## src/rtl/firefly_flash_tx.sv

```systemverilog
// firefly_flash_tx: firefly flash protocol transmitter.
// Emits a burst of `num` rectangular flashes on f0. Each flash is high for high_us
// microseconds, and flashes repeat every period_us microseconds. A prescaler divides
// clk by DIV to produce a 1 us tick. DIV must be at least 2.
module firefly_flash_tx #(
  parameter int unsigned DIV = 50,
  parameter int unsigned TW  = 16,
  parameter int unsigned NW  = 8
) (
  input  logic          clk,
  input  logic          rst,
  input  logic          start,
  input  logic          abort,
  input  logic [TW-1:0] period_us,
  input  logic [TW-1:0] high_us,
  input  logic [NW-1:0] num,
  output logic          f0,
  output logic          busy,
  output logic          done,
  output logic          cfg_err
);

  localparam int unsigned PW = (DIV > 1) ? $clog2(DIV) : 1;
  localparam logic [PW-1:0] PRESC_MAX = PW'(DIV - 1);

  localparam logic [1:0] ST_IDLE = 2'd0;
  localparam logic [1:0] ST_HIGH = 2'd1;
  localparam logic [1:0] ST_LOW  = 2'd2;

  logic [1:0]    state_q, state_d;
  logic [TW-1:0] high_q, high_d;
  logic [TW-1:0] low_q, low_d;
  logic [NW-1:0] remaining_q, remaining_d;
  logic [PW-1:0] presc_q, presc_d;
  logic [TW-1:0] us_q, us_d;
  logic          f0_q, f0_d;
  logic          busy_q, busy_d;
  logic          done_q, done_d;
  logic          cfg_err_q, cfg_err_d;

  logic          cfg_bad;
  logic          tick;
  logic [TW-1:0] phase_len;
  logic          phase_end;

  // Config check, 1 us tick, and end-of-phase detection
  always_comb begin
    cfg_bad   = (period_us == '0) || (high_us == '0) || (high_us >= period_us) ||
                (num == '0);
    tick      = (presc_q == PRESC_MAX);
    phase_len = (state_q == ST_HIGH) ? high_q : low_q;
    // Last tick of the phase: us_q still holds the count of ticks already elapsed
    phase_end = tick && (us_q == (phase_len - TW'(1)));
  end

  // Next-state logic for the phase FSM, the timebase counters, and registered outputs
  always_comb begin
    state_d     = state_q;
    high_d      = high_q;
    low_d       = low_q;
    remaining_d = remaining_q;
    presc_d     = tick ? '0 : presc_q + PW'(1);
    us_d        = tick ? us_q + TW'(1) : us_q;
    f0_d        = f0_q;
    busy_d      = busy_q;
    done_d      = 1'b0;
    cfg_err_d   = 1'b0;

    case (state_q)
      ST_IDLE: begin
        presc_d = '0;
        us_d    = '0;
        // abort has priority over a simultaneous start
        if (start && !abort) begin
          if (cfg_bad) begin
            cfg_err_d = 1'b1;
          end else begin
            high_d      = high_us;
            low_d       = period_us - high_us;
            remaining_d = num;
            state_d     = ST_HIGH;
            f0_d        = 1'b1;
            busy_d      = 1'b1;
          end
        end
      end

      ST_HIGH: begin
        if (abort) begin
          state_d = ST_IDLE;
          f0_d    = 1'b0;
          busy_d  = 1'b0;
          presc_d = '0;
          us_d    = '0;
        end else if (phase_end) begin
          state_d = ST_LOW;
          f0_d    = 1'b0;
          presc_d = '0;
          us_d    = '0;
        end
      end

      ST_LOW: begin
        if (abort) begin
          state_d = ST_IDLE;
          f0_d    = 1'b0;
          busy_d  = 1'b0;
          presc_d = '0;
          us_d    = '0;
        end else if (phase_end) begin
          remaining_d = remaining_q - NW'(1);
          presc_d     = '0;
          us_d        = '0;
          if (remaining_q == NW'(1)) begin
            state_d = ST_IDLE;
            busy_d  = 1'b0;
            done_d  = 1'b1;
          end else begin
            // Go straight back to HIGH with no gap, so rises stay exactly one period apart
            state_d = ST_HIGH;
            f0_d    = 1'b1;
          end
        end
      end

      default: begin
        state_d = ST_IDLE;
        f0_d    = 1'b0;
        busy_d  = 1'b0;
        presc_d = '0;
        us_d    = '0;
      end
    endcase
  end

  // State registers; asynchronous reset forces f0 low immediately, even mid-burst
  always_ff @(posedge clk or posedge rst) begin
    if (rst) begin
      state_q     <= ST_IDLE;
      high_q      <= '0;
      low_q       <= '0;
      remaining_q <= '0;
      presc_q     <= '0;
      us_q        <= '0;
      f0_q        <= 1'b0;
      busy_q      <= 1'b0;
      done_q      <= 1'b0;
      cfg_err_q   <= 1'b0;
    end else begin
      state_q     <= state_d;
      high_q      <= high_d;
      low_q       <= low_d;
      remaining_q <= remaining_d;
      presc_q     <= presc_d;
      us_q        <= us_d;
      f0_q        <= f0_d;
      busy_q      <= busy_d;
      done_q      <= done_d;
      cfg_err_q   <= cfg_err_d;
    end
  end

  // All outputs come straight from flops
  always_comb begin
    f0      = f0_q;
    busy    = busy_q;
    done    = done_q;
    cfg_err = cfg_err_q;
  end

endmodule
```

## config.mk

```make
export PLATFORM = sky130hd
export DESIGN_NAME = firefly_flash_tx
export DESIGN_NICKNAME = d
export VERILOG_FILES = /design/src/rtl/firefly_flash_tx.sv
export SDC_FILE = /design/constraint.sdc
export NUM_CORES = 1
export LEC_CHECK = 0
export BUFFER_PORTS_ARGS = -buffer_cell sky130_fd_sc_hd__buf_2
export CAP_MARGIN = 10
export CORE_ASPECT_RATIO = 1.4
export CORE_UTILIZATION = 60
export DETAILED_ROUTE_END_ITERATION = 12
export PLACE_DENSITY = 0.78
export SETUP_SLACK_MARGIN = 0.05
export SLEW_MARGIN = 20
export SYNTH_ARGS = -nofsm -noshare
export SYNTH_HDL_FRONTEND = slang
export SYNTH_SLANG_ARGS = --single-unit
```

## constraint.sdc

```tcl
create_clock -name clk -period 5.4 [get_ports clk]
set_input_delay 0.27 -clock clk [delete_from_list [all_inputs] [get_ports clk]]
set_output_delay 0.27 -clock clk [all_outputs]
set_load 0.03 [all_outputs]
```

Word-level counts from Yosys, hierarchy flattened. Index checks and enable logic that the tools add are counted. W data, S select, Z words.

$add $sub $neg: 5. Order comparisons: 1. Equality and inequality tests: 15. Multiplexer cells: 42. Bitwise operators: 1. Reduce and logical (&&, ||, !) cells: 17.

Operator list (count): $mux W16 (5); $logic_not A16 Y1 (2); $mux W8 (4); $mux W6 (4); $mux W1 (19); $add A16 B1 Y16 const B (1); $eq A16 B16 Y1 (1); $ge A16 B16 Y1 (1); $pmux W8 S2 (1); $sub A16 B1 Y16 const B (1); $sub A16 B16 Y16 (1); $reduce_and A5 Y1 (3); $mux W2 (6); $ne A3 B3 Y1 const B (4); $ne A2 B2 Y1 const B (5); $eq A8 B1 Y1 const B (1); $logic_not A8 Y1 (1); $sub A8 B1 Y8 const B (1); $add A6 B1 Y6 const B (1); $eq A6 B6 Y1 const B (1); $pmux W1 S3 (2); $pmux W2 S3 (1); $ne A4 B1 Y1 const B (1); $reduce_and A4 Y1 (1); 10 further kinds (13).

Bits in registers: 68. Input port bits: 44. Output and inout bits: 4. Logic and storage cells: 91.

Longest topological paths before layout. Gate-level depths: netlist (run 1).

Depth in word-level cells: 8. Mapped depth: 17. Mapped depth without buffers: 12.

Worst setup path after synthesis (run 1). Ideal clock, no wire load.

Path type: flip-flop to flip-flop. From: register state_q[1]. To: register remaining_q[0]. Setup time: 120 ps. Arrival time: 4102 ps. Data required time: 5280 ps. Setup slack: 1178 ps. Cell stages (with the launch flop): 16. Path buffers: 4. Period minus slack after synthesis: 4222 ps. Cells stage by stage: dfrtp_1 -> inv_1 -> ha_1 -> buf_6 -> buf_2 -> buf_2 -> mux2i_1 -> ha_1 -> or4b_2 -> o2bb2ai_1 -> nor4_1 -> nor2_1 -> or4_1 -> buf_2 -> or3_1 -> o211a_1.

Word-level cells in the longest chain between the ends: 7. Elaborated cells between the ends (all ways): 14. Classes of those cells: 1 x add/sub; 7 x eq/ne; 2 x mux; 4 x reduce/logical.

RTL lines: start: declaration (line 30) `logic [1:0] state_q, state_d;`; start signal: assignment (line 150) `state_q <= state_d;`; $eq A2 B1 Y1 (line 51) `phase_len = (state_q == ST_HIGH) ? high_q : low_q;`; $mux W16 (line 51); $sub A16 B1 Y16 (line 53) `phase_end = tick && (us_q == (phase_len - TW'(1)));`; $eq A16 B16 Y1 (line 53); $logic_and A1 B1 Y1 (line 53); $ne A2 B2 Y1 (no line); $reduce_and A5 Y1 (no line); end signal: assignment (line 153) `remaining_q <= remaining_d;`; end: declaration (line 33) `logic [NW-1:0] remaining_q, remaining_d;`.

Several ways; a longest one is shown, not always the timed one. A chain may end at the register's enable or synchronous reset.

Worst setup path after layout (run 1).
From: register state_q[1]. To: register remaining_q[1].

The elaborated chain is that of the path after synthesis.

==> out/metrics.yaml, run 1 <==
setup_path:
  reg2reg_depth: 12
  reg2reg_slack_ns: 1.18
  startpoint: "state_q[1]"
  cp-endpoint: "remaining_q[1]"
  r2r-start: "state_q[1]"
  cp_data_arrival_time_ns: 4.44
  cp-end-kind: "flop"
  rr_endpoint: "remaining_q[1]"
  crit_path_start_kind: "flop"
  cp.required_ns: 5.61
  critical_path_class: "flop to flop"
  path_max_fanout: 8
synthesis:
  synthCells: 600
  syn-num-nets: 671
  synthesis.area_um2: 5030
  ys.flop_type: "dfrtp_1"
  postSynthAreaPerCell_um2: 8.39
  synth_edf_count: 0
  yosysWarnings: 0
  synth.distinct_cells: 64
  synth_top_area_share_pct: 33.8
  ys_ff_latch: 68
  synthArstFlopShare_pct: 100
  synth_seq_area_share_pct: 33.8
  yosys-top-cells-area: "dfrtp_1 (34%), ha_1 (6.5%), nand2_1 (5.9%), o21ai_0 (5.6%), xnor2_1 (4.9%)"
  synth_largest_area_cell: "dfrtp_1"
finish:
  final_nets: 710
  multiInputGateArea_um2: 3130
  layout-drive-gt1-share_pct: 12.3
  regArea_um2: 1700
  fillerInstances: 655
  area_growth_pct: 11.8
  antenna_cells: 0
detailed_routing:
  finalWirelength_mm: 12.7
  drtIter0Drc: 225
  wl_per_cell_um: 17.0
  vias: 4610
  ant_nets: 0
  firstDrtPassIters: 5
  vias_per_cell: 6.19
  drc_errors: 0
sta:
  fin_crit_ns: 4.22
  skew_ns: 0.00647
  setup-violations-final: 0
  fin_crit_sh_pct: 78.2
  hold_viol_final: 0
  rsz0062_at_grt: "no"
  holdWs_ns: 0.169
  timing.slew.headroom_pct: 29.1
  max_freq_mhz: 237
  tns_ns: 0
  worst_pin_slew_ns: 1.06
  finalMaxSlewViolations: 0
floorplanning:
  io_pins: 48
  coreArea_um2: 8150
  die_area_um2: 8760
  row_count: 39
  die_w_um: 79.4
  dieHeight_um: 110
  initial_core_util_pct: 61.8
power_and_ir_drop:
  swShare_pct: 40.6
  leakage_uw: 0.00256
  clkPwrFrac_pct: 21.5
  p_comb_share_pct: 47.7
  p_sw_uw: 1120
  seqPwrFrac_pct: 30.7
  powerDensity_nw_per_um2: 490
  p_int_uw: 1640
  peakVddDrop_mv: 0.234
clock_tree:
  clock-sinks: 68
  cts_tree: "built"
  cts-buffers-inserted: 9
  cts_setup_buffers: 0
  root_buffer: "clkbuf_16"
  insertion_delay_ns: 0.33
  cts_htree_levels: 3
  cts_resized: 0
  clkTransAtPathRegs_ns: 0.05
  cts_buffer_depth: 2
  hold_buffers: 0
run:
  cap_violations: 0
global_routing:
  antenna_found_initial: 0
  gr-total-overflow: 0
  grt_pass1_vias: 4273
  grt_pass1_wl_mm: 20.0
  track_usage_pct: 30.0
  grt_max_degree: 69
min_path:
  hold_path.class: "input port to asynchronous set/reset pin"
status:
  status: "finished, final reports clean"
placement:
  place_congestion: 0.883
  port_buffers: 47
  hpwl_mm: 9.75
[layout by cell type (no fill, tap or decap), types with 12 or more instances in the layout]
cell	instances
nor3_1	22
xor2_1	20
inv_1	27
xnor2_1	28
mux2i_1	23
nand2_1	79
buf_2	47
dfrtp_1	68
a21oi_1	19
nand4_1	13
and3_1	12
o21ai_0	56
ha_1	26
nand3_1	12
nor4_1	13
nor2_1	38
[worst min-delay path by stage]
stage	startpoint	endpoint	slack, ns	cells past startpoint
after floorplan	num[6]	remaining_q[6]	0.39	1
after global placement	high_q[13]	high_q[13]	0.46	2
after detailed placement	high_q[13]	high_q[13]	0.46	2
after CTS	num[6]	remaining_q[6]	0.17	2
after global routing	num[6]	remaining_q[6]	0.18	2
final	rst	done	0.17	3
[power by group through the flow]
stage | clock (uW) | sequential, uW | combinational, uW
2_1_floorplan | 0 | 804 | 1040
3_3_place_gp | 0 | 837 | 1260
3_5_place_dp | 0 | 850 | 1300
4_1_cts | 594 | 845 | 1310
5_1_grt | 616 | 870 | 1450
6_report | 593 | 848 | 1320
[metrics by stage]
step	std cells	util, %	area (um^2)	setup slack, ns	power (uW)
finish	745	69.1	5630	1.18	2760
global route	745	69.1	5630	0.863	2940
CTS	745	69.1	5630	1.20	2750
detailed placement	730	65.3	5330	1.19	2150
global placement	730	65.3	5330	1.36	2100
floorplan	600	-	5030	1.18	1850
[state kept, by name, summed over array words and instances, names as in the netlist]
name and count:
remaining_q 8, us_q 16, low_q 16, done 1
busy 1, state_q 2, high_q 16, f0 1
presc_q 6, cfg_err 1
[area by class of cell]
class,instances,area share (%)
clock inverter,1,0.533
multi-input combinational,481,55.5
inverter,28,1.87
clock buffer,14,4.87
timing repair buffer,51,4.71
sequential,68,30.2
tap,102,2.27
[cell families after synthesis]
family | synth area share (%)
adders and majority gates | 6.86
and+or+nand+nor | 25.0
DFF | 33.8
muxes | 5.47
buffers and inverters | 4.10
xor gates and xnor gates | 8.35
AOI/OAI and AO/OA | 16.4
[synth_stat cells, types with 4 or more instances]
cell,instances
inv_1,28
nor4_1,13
a31oi_1,8
clkbuf_1,13
and3_1,12
or3_1,9
xor2_1,20
a21oi_1,19
nor2b_1,10
nand2b_1,11
nand4_1,13
nor3_1,22
a21o_1,4
buf_2,6
ha_1,26
xnor2_1,28
nand3_1,12
nor2_1,38
o21ai_0,56
dfrtp_1,68
o32a_1,4
or2_2,7
nand2_1,79
mux2i_1,23
or4_1,7
[critical path, cell delays in order (launching register included)]
cell and delay [ns]:
dfrtp_1 0.40, inv_1 0.11, ha_1 0.38, mux2i_1 0.35
ha_1 0.25, or4b_2 0.67, nand2_1 0.18, nand3_1 0.12
xnor2_1 0.25, nand4_1 0.16, or4_1 0.64, and2_1 0.29
a221oi_1 0.31
[layer usage]
metal  routed length, um  global-route usage [%]  vias up
met4                 395                    13.9        0
met5                   0                       0        -
li1                    -                       -     2244
met1                5320                    34.1     2199
met2                6530                    54.8      138
met3                 422                    4.44       29
No activity file was read; power rests on OpenSTA's default activity.
==> inputs of run 2 (changes only) <==
==> constraint.sdc (replaced) <==
create_clock -name clk -period 4.3 [get_ports clk]
set_input_delay 0.215 -clock clk [delete_from_list [all_inputs] [get_ports clk]]
set_output_delay 0.215 -clock clk [all_outputs]
set_load 0.03 [all_outputs]
==> run 2 against run 1 <==
Net effect:
- flip-flop and latch count unchanged
- critical path depth did not move
- register-to-register slack got worse by 0.89 ns
- highest routed layer unchanged
- core utilization up 0.64 points
- worst setup slack got worse by 0.89 ns
- die area unchanged
- non-clock buffer count up 4
- sequential share of layout area shrank 0.28 points
- clock power up 25%
==> out/metrics.yaml, run 2 (same netlist as run 1, synthesis figures left out) <==
sta:
  fin_crit_sh_pct: 93.3
  hold_viol_final: 0
  worst_pin_slew_ns: 1.06
  skew_ns: 0.00631
  max_freq_mhz: 249
  timing.slew.headroom_pct: 29.3
  fin_crit_ns: 4.01
  finalMaxSlewViolations: 0
  tns_ns: 0
  rsz0062_at_grt: "no"
  holdWs_ns: 0.111
  setup-violations-final: 0
setup_path:
  max_stage_delay_ns: 0.70
  reg2reg_depth: 12
  path_depth: 12
  cp_top_family: "simple AND/OR/NAND/NOR gates"
  critical_path_class: "flop to flop"
  path_buf_inv: 1
  cp_slowest_cell: "or4_1"
  crit_path_start_kind: "flop"
  cp_cell_sequence: "inv_1, ha_2, mux2i_2, ha_1, or4b_2, nand2_1, and4b_1, a32o_1, a31oi_1, or4_1, or3_1, o211a_1"
  cp-end-kind: "flop"
  cp.required_ns: 4.52
  cp_data_arrival_time_ns: 4.23
  path_max_fanout: 6
floorplanning:
  dieHeight_um: 110
  die_w_um: 79.4
  coreArea_um2: 8150
  die_area_um2: 8760
  initial_core_util_pct: 61.8
  io_pins: 48
  row_count: 39
finish:
  antenna_cells: 0
  final_cell_mix: "nand2_1 (79), dfrtp_1 (68), o21ai_0 (56), buf_2 (47), nor2_1 (38)"
  layout_commonest_cell: "nand2_1"
  final_nets: 714
  layout-drive-gt1-share_pct: 13.6
  reg.largest.list: "high_q (16), low_q (16), us_q (16)"
  area_growth_pct: 12.9
  fillerInstances: 667
global_routing:
  track_usage_pct: 30.5
  gr-total-overflow: 0
  antenna_found_initial: 0
  grt_max_degree: 53
  grt_pass1_wl_mm: 20.3
  grt_pass1_vias: 4379
clock_tree:
  cts_buffer_depth: 2
  cts-buffers-inserted: 9
  insertion_delay_ns: 0.33
  clkTransAtPathRegs_ns: 0.06
  root_buffer: "clkbuf_16"
  cts_htree_levels: 3
  clock-sinks: 68
  cts_tree: "built"
  cts_setup_buffers: 0
power_and_ir_drop:
  swShare_pct: 40.7
  peakVddDrop_mv: 0.332
  p_sw_uw: 1410
  seqPwrFrac_pct: 30.5
  clkPwrFrac_pct: 21.4
  p_comb_share_pct: 48.1
  powerDensity_nw_per_um2: 611
  leakage_uw: 0.00258
  p_int_uw: 2060
  total_power_uw: 3470
placement:
  hpwl_mm: 9.82
  port_buffers: 47
  place_congestion: 0.844
detailed_routing:
  vias_per_cell: 6.09
  drc_errors: 0
  finalWirelength_mm: 12.6
  wl_per_cell_um: 16.8
  vias: 4567
  firstDrtPassIters: 5
  ant_nets: 0
  drtIter0Drc: 249
min_path:
  whs_path_depth: 2
  hold_path.class: "input port to flop"
status:
  status: "finished, final reports clean"
run:
  cap_violations: 0
==> run 2: metrics by stage <==
step	utilization, %	cell area [um^2]	worst slack (ns)	cells
after floorplan	-	5030	0.0777	600
after global placement	65.6	5350	0.342	733
after detailed placement	65.6	5350	0.200	733
after CTS	69.5	5660	0.182	750
after global routing	69.7	5680	0.117	750
final	69.7	5680	0.287	750
==> run 2: worst reg2reg max path: stages (launching register included) <==
cell     delay [ns]
dfrtp_1        0.40
inv_1          0.11
ha_2           0.28
mux2i_2        0.28
ha_1           0.23
or4b_2         0.68
nand2_1        0.17
and4b_1        0.21
a32o_1         0.13
a31oi_1        0.08
or4_1          0.70
or3_1          0.42
o211a_1        0.21
==> run 2: cell type report <==
type / count / area [um^2] / area share [%]
Timing Repair Buffer: 55 / 302 / 5.31
Multi-Input combinational cell: 481 / 3140 / 55.3
Sequential cell: 68 / 1700 / 29.9
Tap cell: 102 / 128 / 2.25
Inverter: 28 / 105 / 1.85
Clock buffer: 12 / 256 / 4.51
Clock inverter: 4 / 47.5 / 0.837
==> run 2: final timing paths <==
check,start,to,slack (ns)
setup / recovery,state_q[1],remaining_q[0],0.29
hold / removal,num[6],remaining_q[6],0.11
setup reg to reg,state_q[1],remaining_q[0],0.29
hold reg to reg,high_q[13],high_q[13],0.48
max in group asynchronous,rst,high_q[14],2.84
min in group asynchronous,rst,done,0.50
==> run 2: power groups by stage <==
stage	logic [uW]	clock network [uW]	registers, uW
after floorplan	1310	0	1010
after global placement	1590	0	1050
after detailed placement	1640	0	1060
after CTS	1650	750	1060
after global routing	1860	775	1090
final	1670	742	1060
==> run 2: per-layer routing <==
metal	GRT usage, %	wire length, um	up-vias
met3	3.62	349	31
met1	34.5	5330	2171
met2	55.4	6450	109
met5	0	0	-
li1	-	-	2256
met4	17.0	477	0
==> run 2: timing repair <==
action / in CTS / in global routing
hold buffers: 1 / 0
gates resized for setup: 0 / 5
setup endpoints to repair: 0 / 16
hold endpoints to repair: 27 / 0
